File: config.mk
export PLATFORM = sky130hd
export DESIGN_NAME = rr_priority_arbiter_4
export DESIGN_NICKNAME = d
export VERILOG_FILES = /design/src/rtl/rr_priority_arbiter_4.sv
export SDC_FILE = /design/constraint.sdc
export NUM_CORES = 1
export LEC_CHECK = 0
export ABC_AREA = 0
export BUFFER_PORTS_ARGS = -buffer_cell sky130_fd_sc_hd__buf_2
export CAP_MARGIN = 15
export CORE_MARGIN = 1
export CORE_UTILIZATION = 56
export CTS_CLUSTER_DIAMETER = 200
export DETAILED_ROUTE_END_ITERATION = 10
export HOLD_SLACK_MARGIN = 0.12
export PLACE_DENSITY_LB_ADDON = 0.25
export SETUP_SLACK_MARGIN = 0.3
export SLEW_MARGIN = 20
export SYNTH_ARGS = -nofsm -noshare
export SYNTH_HDL_FRONTEND = slang
export SYNTH_SLANG_ARGS = --single-unit
File: constraint.sdc
create_clock -name clk -period 2.8 [get_ports clk]
set_input_delay 0.42 -clock clk [delete_from_list [all_inputs] [get_ports clk]]
set_output_delay 0.42 -clock clk [all_outputs]
set_load 0.005 [all_outputs]
File: src/rtl/rr_priority_arbiter_4.sv
// Four-requester arbiter with a registered one-hot grant, encoded index and valid flag.
// Fixed priority (highest index wins) or rotating round-robin, with an optional
// per-grant hold limit that revokes the grant and pulses timeout.
module rr_priority_arbiter_4 #(
    parameter int unsigned RR_MODE  = 1,
    parameter int unsigned MAX_HOLD = 8,
    parameter int unsigned HW       = 4
) (
    input  logic       clk,
    input  logic       rst_n,
    input  logic [3:0] req,
    output logic [3:0] gnt,
    output logic [1:0] gnt_idx,
    output logic       gnt_valid,
    output logic       timeout
);

    typedef enum logic [0:0] {StIdle, StGrant} state_e;

    localparam logic [HW-1:0] HoldMax = HW'(MAX_HOLD);
    localparam logic [HW-1:0] HoldSat = {HW{1'b1}};
    localparam logic [HW-1:0] HoldOne = HW'(1);

    state_e        state_q, state_d;
    logic [3:0]    gnt_q, gnt_d;
    logic [1:0]    idx_q, idx_d;
    logic [HW-1:0] hold_q, hold_d;
    logic [1:0]    ptr_q, ptr_d;
    logic          timeout_q, timeout_d;

    logic [1:0]    search_base;
    logic [1:0]    cand;
    logic          win_found;
    logic [1:0]    win_idx;

    // Winner search: ptr, ptr-1, ptr-2, ptr-3 (mod 4); fixed mode always starts at 3.
    always_comb begin
        win_found   = 1'b0;
        win_idx     = 2'b00;
        search_base = (RR_MODE != 0) ? ptr_q : 2'd3;
        cand        = search_base;
        for (int k = 0; k < 4; k++) begin
            cand = search_base - 2'(k);
            if (!win_found && req[cand]) begin
                win_found = 1'b1;
                win_idx   = cand;
            end
        end
    end

    // Next-state logic: grant from idle, hold or release while granted.
    always_comb begin
        state_d   = state_q;
        gnt_d     = gnt_q;
        idx_d     = idx_q;
        hold_d    = hold_q;
        ptr_d     = ptr_q;
        timeout_d = 1'b0;
        case (state_q)
            StIdle: begin
                if (win_found) begin
                    gnt_d   = 4'b0001 << win_idx;
                    idx_d   = win_idx;
                    hold_d  = HoldOne;
                    state_d = StGrant;
                end
            end
            StGrant: begin
                if (!req[idx_q] || (MAX_HOLD != 0 && hold_q == HoldMax)) begin
                    // A dropped request takes precedence, so timeout only if still requesting.
                    timeout_d = req[idx_q];
                    gnt_d     = 4'b0000;
                    idx_d     = 2'b00;
                    hold_d    = '0;
                    state_d   = StIdle;
                    // Just-served requester becomes lowest priority.
                    ptr_d     = (RR_MODE != 0) ? idx_q - 2'd1 : 2'd3;
                end else if (hold_q != HoldSat) begin
                    hold_d = hold_q + HoldOne;
                end
            end
            default: state_d = StIdle;
        endcase
    end

    // State registers with asynchronous clear.
    always_ff @(posedge clk or negedge rst_n) begin
        if (!rst_n) begin
            state_q   <= StIdle;
            gnt_q     <= 4'b0000;
            idx_q     <= 2'b00;
            hold_q    <= '0;
            ptr_q     <= 2'd3;
            timeout_q <= 1'b0;
        end else begin
            state_q   <= state_d;
            gnt_q     <= gnt_d;
            idx_q     <= idx_d;
            hold_q    <= hold_d;
            ptr_q     <= ptr_d;
            timeout_q <= timeout_d;
        end
    end

    assign gnt       = gnt_q;
    assign gnt_idx   = idx_q;
    assign gnt_valid = |gnt_q;
    assign timeout   = timeout_q;

endmodule

==> results_dict.tcl, run 1 <==
set metrics [dict create \
    fin_nets 102 \
    synth_seq_area_share_pct 45.12 \
    wl_um 1567 \
    die_h_um 39.37 \
    port_buffers 13 \
    crit_slowest_cell "or4_1" \
    p_int_uw 546.8 \
    syn_area_sq_um 782.0 \
    route.detailed.drc 0 \
    place_hpwl_um 1127 \
    comb_power_share_pct 41.3 \
    synth_top_area_share_pct 38.40 \
    yosys_warnings 0 \
    slowest_delay_ps 530 \
    worstMarginPinSlew_ps 472.2 \
    skew_ps 4.998 \
    finalHoldViolCount 0 \
    crit_buf_inv 1 \
    vdd_drop_max_v 0.0005046 \
    syn_nets 84 \
    gr-total-overflow 0 \
    yosysMostFrequentCell "dfrtp_1" \
    cts-buffers-inserted 3 \
    path_delay_family "simple AND/OR/NAND/NOR gates" \
    via_count 661 \
    setup_tns_ps 0 \
    timing.hold.ws_ps 519.0 \
    ant_nets 0 \
    syn_inst 76 \
    fill_cells 104 \
    clock_latency_ps 290 \
    maxCapViolCount 0 \
    htreeDepth 1 \
    leakagePower_uw 0.0004298 \
    arrival_ps 1350 \
    grt_pass1_wl_um 2525 \
    clock_power_share_pct 17.2 \
    finalInstanceArea_sq_um 907.1 \
    synthFlopType "dfrtp_1" \
    path_clk_slew_ps 80 \
    ys_types 34 \
    first_pass_iters 4 \
    clock_path_buffers 2 \
    worstSetupPathType "register to output port" \
    viasPerCell 6.120 \
    postCtsSetupBuffers 0 \
    maxSlewViolCount 0 \
    clockRootBuffer "clkbuf_4" \
    async_reset_ff_share_pct 100.0 \
    core_area_sq_um 1301 \
    drive_above_1_share_pct 24.73 \
    place_area_sq_um 860.8 \
    max_freq_ghz 0.5661 \
    cts_tree "done" \
    cp_max_fo 3 \
    setup_ws_ps 1034 \
    die_w_um 39.37 \
    pre_cts_ws_ps 1079 \
    yosys.area.top_type "dfrtp_1" \
    area_growth_pct 16.00 \
    antenna_cells 0 \
    crit_required_ps 2380 \
    switching_power_uw 324.7 \
    synth-edff-count 0 \
    die-area_sq_um 1550 \
    period_share_pct 63.08 \
    first_iter_violations 10 \
    synth-seq-cells 14 \
    antenna_found_initial 0 \
    gp_congestion 0.8407 \
    status "completed" \
    finalSetupViolations 0 \
    relSlewSlack_pct 68.40 \
    ios 14 \
    avgRoutedWirePerCell_um 14.51 \
    start_util_pct 60.10 \
    grt_start_max_net_pins 15 \
    p_per_area_nw_per_um2 960.8 \
    syn_area_per_cell_sq_um 10.29 \
    crit_path_end_kind "output port" \
    grtUsageTotal_pct 26.11 \
    grt_pass1_vias 565 \
    fin_crit_ps 1766 \
    clock-sinks 14 \
    cp-start-kind "register" \
    core.rowCount 13 \
    synth_common_cells "12 x dfrtp_1, 7 x nor2_1" \
    synth_area_leaders "dfrtp_1 38%, dfstp_2 6.7%, a32o_1 5.1%, mux2i_1 3.8%, nor2_1 3.4%" \
    path_cells "or4_1 -> buf_2" \
    seqPwrFrac_pct 41.5 \
    swShare_pct 37.26 \
    rsz0062_at_grt "false" \
    hold_class "register to register" \
]
per-layer routing:
| layer | routed length, um | GRT usage (%) | share of wire (%) |
|---|---|---|---|
| met5 | 0 | 0 | 0 |
| met4 | 44 | 18.10 | 2.8 |
| met3 | 63 | 6.818 | 4.0 |
| met2 | 766 | 40.00 | 49 |
| met1 | 692 | 31.54 | 44 |
cells by family after synthesis:
logic type,synth area share [%]
mux,8.160
xor+xnor,1.120
fa+ha+maj,3.199
flops,45.12
compound gates,20.96
simple gates,19.36
buf+inv,2.079
registers in the layout, indices dropped and copies added (netlist names):
| register | cells |
|---|---|
| gnt | 4 |
| ptr_q | 2 |
| hold_q | 4 |
| timeout | 1 |
| state_q | 1 |
| gnt_idx | 2 |
placed cells by master (no fill, tap or decap), types with 2 or more instances in the layout:
cell / instances
nand2b_1: 3
nand3_1: 2
o21ai_0: 2
dfstp_2: 2
or3_1: 2
inv_1: 3
ha_1: 2
nor3_1: 4
a21oi_1: 4
a22o_1: 2
nand2_1: 4
nor2_1: 7
mux2i_1: 3
dfrtp_1: 12
a21boi_0: 2
a32o_1: 4
clkbuf_4: 3
buf_2: 13
area by class of cell:
type	count	area, sq um	area share (%)
multi-input combinational	58	412.9	45.52
clock buffer	4	36.28	4.000
sequential	14	352.8	38.90
timing repair buffer	14	75.07	8.276
tap	15	18.77	2.069
inverter	3	11.26	1.241
per-stage QoR:
stage,utilization [%],std cells,power (uW)
2_1_floorplan,-,76,606.1
3_3_place_gp,66.15,103,709.0
3_5_place_dp,66.15,103,720.9
4_1_cts,69.71,108,876.4
5_1_grt,69.71,108,940.7
6_report,69.71,108,871.6
power by group through the flow:
stage          clock network, uW  registers (uW)  logic (uW)
5_1_grt                      159             375         407
3_3_place_gp                   0             363         346
3_5_place_dp                   0             363         358
4_1_cts                      153             362         361
6_report                     150             362         360
2_1_floorplan                  0             345         261
final timing paths:
kind,cells past startpoint,slack [ps],from,to
hold / removal,1,520,gnt[3],gnt[3]
hold reg to reg,1,520,gnt[3],gnt[3]
min in group asynchronous,2,550,rst_n,timeout
setup / recovery,2,1030,gnt[1],gnt_valid
setup reg to reg,3,1100,gnt_idx[0],ptr_q[1]
max in group asynchronous,2,1970,rst_n,ptr_q[0]
timing repair:
| item | CTS | global route |
|---|---|---|
| hold buffers | 1 | 0 |
| resized for setup | 0 | 0 |
| hold endpoints to repair | 12 | 0 |
(Power assumes the default switching activity.)
==> run 2: changes to the inputs <==
--- a/config.mk
+++ b/config.mk
@@ -9,7 +9,7 @@
 export BUFFER_PORTS_ARGS = -buffer_cell sky130_fd_sc_hd__buf_2
 export CAP_MARGIN = 15
 export CORE_MARGIN = 1
-export CORE_UTILIZATION = 56
+export CORE_UTILIZATION = 52
 export CTS_CLUSTER_DIAMETER = 200
 export DETAILED_ROUTE_END_ITERATION = 10
 export HOLD_SLACK_MARGIN = 0.12
==> constraint.sdc (replaced) <==
create_clock -name clk -period 1.7 [get_ports clk]
set_input_delay 0.255 -clock clk [delete_from_list [all_inputs] [get_ports clk]]
set_output_delay 0.255 -clock clk [all_outputs]
set_load 0.005 [all_outputs]
==> run 2 against run 1 <==
Compared with the run above:
- global-route usage grew 0.28 points
- non-clock buffer count grew 11
- clock skew shrank 3.8 ps
- utilization grew 10 points
- hold slack lost 130 ps
- critical endpoint is now gnt[2]
- largest power group is now combinational logic
- count of clock-buffer cells in the layout is the same
- critical path type is now register to register
- highest routed layer unchanged
- combinational power grew to 2.7 times the previous value
- cell count grew 10%
==> results_dict.tcl, run 2 (synthesized netlist as in run 1, its figures left out) <==
set metrics [dict create \
    grt_start_max_net_pins 15 \
    area_growth_pct 38.24 \
    vdd_drop_max_v 0.0009366 \
    cts_tree "done" \
    avgRoutedWirePerCell_um 17.34 \
    relSlewSlack_pct 66.81 \
    route.detailed.drc 0 \
    pre_cts_ws_ps 117.6 \
    final_common_cell "buf_2" \
    finalSetupViolations 0 \
    core.rowCount 13 \
    worstMarginPinSlew_ps 496.0 \
    clock-sinks 14 \
    clock_path_buffers 2 \
    reg2reg_from "hold_q[0]" \
    antenna_found_initial 0 \
    path_clk_slew_ps 90 \
    layout_common_cells "13 x buf_2, 10 x dfrtp_1, 9 x buf_4, 5 x nor2_1" \
    period_share_pct 92.53 \
    die_h_um 40.78 \
    viasPerCell 6.378 \
    grtUsageTotal_pct 26.39 \
    clockRootBuffer "clkbuf_4" \
    htreeDepth 1 \
    start_util_pct 57.92 \
    die-area_sq_um 1663 \
    maxSlewViolCount 0 \
    hold_class "input port to async pin" \
    ant_nets 0 \
    die_w_um 40.78 \
    finalHoldViolCount 0 \
    drive_above_1_share_pct 47.12 \
    reg2reg_slack_ps 130 \
    gp_congestion 0.8085 \
    clock_latency_ps 280 \
    gr-total-overflow 0 \
    maxCapViolCount 0 \
    final_core_util_pct 80.07 \
    via_count 759 \
    ios 14 \
    fill_cells 86 \
    setup_tns_ps 0 \
    grt_pass1_wl_um 2829 \
    max_freq_ghz 0.6357 \
    r2r_cells 5 \
    p_per_area_nw_per_um2 1674 \
    status "completed" \
    finalInstanceArea_sq_um 1081 \
    first_pass_iters 4 \
    place_hpwl_um 1169 \
    grt_pass1_vias 594 \
    rsz0062_at_grt "true" \
    crit_required_ps 1870 \
    antenna_cells 0 \
    fin_nets 113 \
    cp-start-kind "register" \
    core_area_sq_um 1350 \
    worstSetupPathType "register to register" \
    place_area_sq_um 879.6 \
    rr_endpoint "gnt[2]" \
    cp_max_fo 8 \
    timing.hold.ws_ps 387.0 \
    crit_path_end_kind "register" \
    setup_ws_ps 127.0 \
    wl_um 2064 \
    port_buffers 13 \
    leakagePower_uw 0.0005051 \
    arrival_ps 1740 \
    fin_crit_ps 1573 \
    first_iter_violations 42 \
    skew_ps 1.242 \
    cts-buffers-inserted 3 \
]
run 2: cell type report:
type	count	area, sq um	share of cell area (%)
inverters	3	11.26	1.042
flip-flops and latches	14	355.3	32.87
repair buffers	25	165.2	15.28
well taps	15	18.77	1.736
multi-input cells	58	494.2	45.72
clock buffers	4	36.28	3.356
run 2: through the flow:
step           std cells  power [uW]
2_1_floorplan         76        1042
3_3_place_gp         104        1225
3_5_place_dp         104        1234
4_1_cts              117        1615
5_1_grt              119        1938
6_report             119        1809
run 2: per-layer routing:
metal	global-route usage [%]	wire length (um)	up-vias
met5	0	0	-
met1	37.29	941	363
met4	10.83	34	0
met3	6.522	143	8
li1	-	-	347
met2	37.89	945	41
run 2: worst max-delay path: stages (launching register included):
cell,delay [ps]
dfrtp_1,450
inv_2,100
ha_4,120
nand3b_1,230
a21o_4,320
a32o_2,250
run 2: where the power goes:
part,switching [uW],internal [uW]
Sequential,144,467
Clock,112,130
Combinational,420,536
Total,676,1130
run 2: how the worst max path moves through the flow:
| stage | from | to | cells past startpoint |
|---|---|---|---|
| CTS | gnt[2] | gnt_valid | 2 |
| floorplan | gnt_idx[0] | ptr_q[1] | 3 |
| finish | hold_q[0] | gnt[2] | 5 |
| detailed placement | gnt_idx[0] | ptr_q[1] | 3 |
| global placement | gnt_idx[0] | ptr_q[1] | 3 |
| global route | gnt[2] | gnt_valid | 2 |
run 2: repair_timing:
item	4_1_cts	5_1_grt
pin swaps	7	7
setup buffers	8	2
resized for setup	7	13
setup endpoints to repair	12	14
endpoints found under the hold margin	12	0
hold buffers	1	0
==> run 3: changes to the inputs <==
--- a/config.mk
+++ b/config.mk
@@ -8,8 +8,10 @@
 export ABC_AREA = 0
 export BUFFER_PORTS_ARGS = -buffer_cell sky130_fd_sc_hd__buf_2
 export CAP_MARGIN = 15
+export CELL_PAD_IN_SITES_DETAIL_PLACEMENT = 0
+export CELL_PAD_IN_SITES_GLOBAL_PLACEMENT = 2
 export CORE_MARGIN = 1
-export CORE_UTILIZATION = 52
+export CORE_UTILIZATION = 33
 export CTS_CLUSTER_DIAMETER = 200
 export DETAILED_ROUTE_END_ITERATION = 10
 export HOLD_SLACK_MARGIN = 0.12
==> run 3 against run 2 <==
Compared with the run above:
- sequential power is 1% lower
- routed wire length is 11% lower
- global-route usage is 11 points lower
- critical path type is now register to output port
- cell count is 14% higher
- hold slack better by 11 ps
- register-to-register slack better by 30 ps
- highest routed layer unchanged
- power is 0.61% higher
- setup slack better by 5.7 ps
- utilization is 30 points lower
- non-clock buffer count is 4 higher
- count of clock-buffer cells in the layout stayed put
==> results_dict.tcl, run 3 (synthesized netlist as in run 1, its figures left out) <==
set metrics [dict create \
    rsz0062_at_grt "true" \
    crit_required_ps 1440 \
    core.rowCount 17 \
    setup_ws_ps 132.8 \
    reg2reg_slack_ps 160 \
    clock_path_buffers 2 \
    ios 14 \
    multi_input_area_sq_um 488.0 \
    via_count 731 \
    setup_tns_ps 0 \
    placed_cells 117 \
    gr-total-overflow 0 \
    maxSlewViolCount 0 \
    finalHoldViolCount 0 \
    place_hpwl_um 1267 \
    grt_pass1_vias 661 \
    r2r_cells 3 \
    leakagePower_uw 0.0005217 \
    power_uw 1820 \
    hold_class "input port to async pin" \
    fill_cells 208 \
    wl_um 1841 \
    cts_tree "done" \
    reg2reg_from "gnt_idx[0]" \
    relSlewSlack_pct 67.87 \
    antenna_cells 0 \
    fin_crit_ps 1567 \
    grtUsageTotal_pct 15.70 \
    skew_ps 2.477 \
    finalSetupViolations 0 \
    pre_cts_ws_ps 131.7 \
    status "completed" \
    cp_max_fo 2 \
    gp_congestion 0.7026 \
    antenna_found_initial 0 \
    worstSetupPathType "register to output port" \
    cts-buffers-inserted 3 \
    fin_nets 117 \
    avgRoutedWirePerCell_um 13.54 \
    area_growth_pct 43.36 \
    drive_above_1_share_pct 48.15 \
    die-area_sq_um 2568 \
    cp-startpoint "gnt[2]" \
    layout_common_cells "13 x buf_2, 13 x buf_4, 10 x dfrtp_1, 5 x nor2_1" \
    clockRootBuffer "clkbuf_4" \
    viasPerCell 5.375 \
    die_h_um 50.68 \
    crit_path_end_kind "output port" \
    cp-start-kind "register" \
    rr_endpoint "ptr_q[1]" \
    grt_pass1_wl_um 2898 \
    p_per_area_nw_per_um2 1624 \
    core_area_sq_um 2233 \
    htreeDepth 1 \
    die_w_um 50.68 \
    timing.hold.ws_ps 398.1 \
    period_share_pct 92.19 \
    grt_start_max_net_pins 15 \
    start_util_pct 35.01 \
    worstMarginPinSlew_ps 480.2 \
    ff_latch_area_sq_um 355.3 \
    first_pass_iters 6 \
    vdd_drop_max_v 0.0008321 \
    max_freq_ghz 0.6381 \
    path_clk_slew_ps 80 \
    final_cells 136 \
    first_iter_violations 6 \
    arrival_ps 1310 \
    ant_nets 0 \
    route.detailed.drc 0 \
    clock_latency_ps 270 \
    port_buffers 13 \
    clock-sinks 14 \
    maxCapViolCount 0 \
]
-- run 3: changes by cell type in the layout (fill, tap and decap cells not counted) --
cell,before,now
nor2_4,0,1
and3_1,0,1
and3_4,1,0
nor2_2,2,1
a21oi_2,0,1
mux2i_2,1,2
a21oi_1,4,3
a32o_1,3,4
a32o_2,1,0
buf_4,9,13
mux2i_4,1,0
-- run 3: layout make-up --
class                      count  area share (%)
inverter                       3           1.004
multi-input combinational     58           43.53
tap                           28           3.125
sequential                    14           31.70
timing repair buffer          29           17.41
clock buffer                   4           3.237
-- run 3: metrics by stage --
stage / area (sq um) / util, %
floorplan: 799.5 / -
detailed placement: 895.9 / 40.11
global placement: 895.9 / 40.11
CTS: 1040 / 46.55
global route: 1121 / 50.20
finish: 1121 / 50.20
-- run 3: where the power goes --
group | internal [uW] | total [uW] | switching, uW
Combinational | 569 | 983 | 413
Sequential | 468 | 603 | 135
Clock | 130 | 235 | 105
-- run 3: worst max-delay path by stage --
stage / end / slack, ps / cells after the start
floorplan: ptr_q[1] / 170 / 3
global placement: ptr_q[1] / 140 / 3
detailed placement: ptr_q[1] / 130 / 3
CTS: gnt_valid / 110 / 2
global route: gnt_valid / 90 / 2
finish: gnt_valid / 130 / 2
-- run 3: critical path, cell delays in order (launching register included) --
cell and delay, ps:
dfrtp_1 380, or4_1 520, buf_2 140
-- run 3: routing by layer --
metal  GRT usage (%)  part of all wire, %
met5               0                    0
met4           8.796                 0.65
met3           3.939                  3.5
met2           27.11                   53
met1           17.38                   43
-- run 3: timing repair --
| action | in CTS | in global routing |
|---|---|---|
| hold buffers | 1 | 0 |
| endpoints found under the setup margin | 12 | 14 |
| endpoints found under the hold margin | 12 | 0 |
| gates resized for setup | 7 | 12 |
| setup buffers | 10 | 4 |
| pin swaps | 10 | 5 |
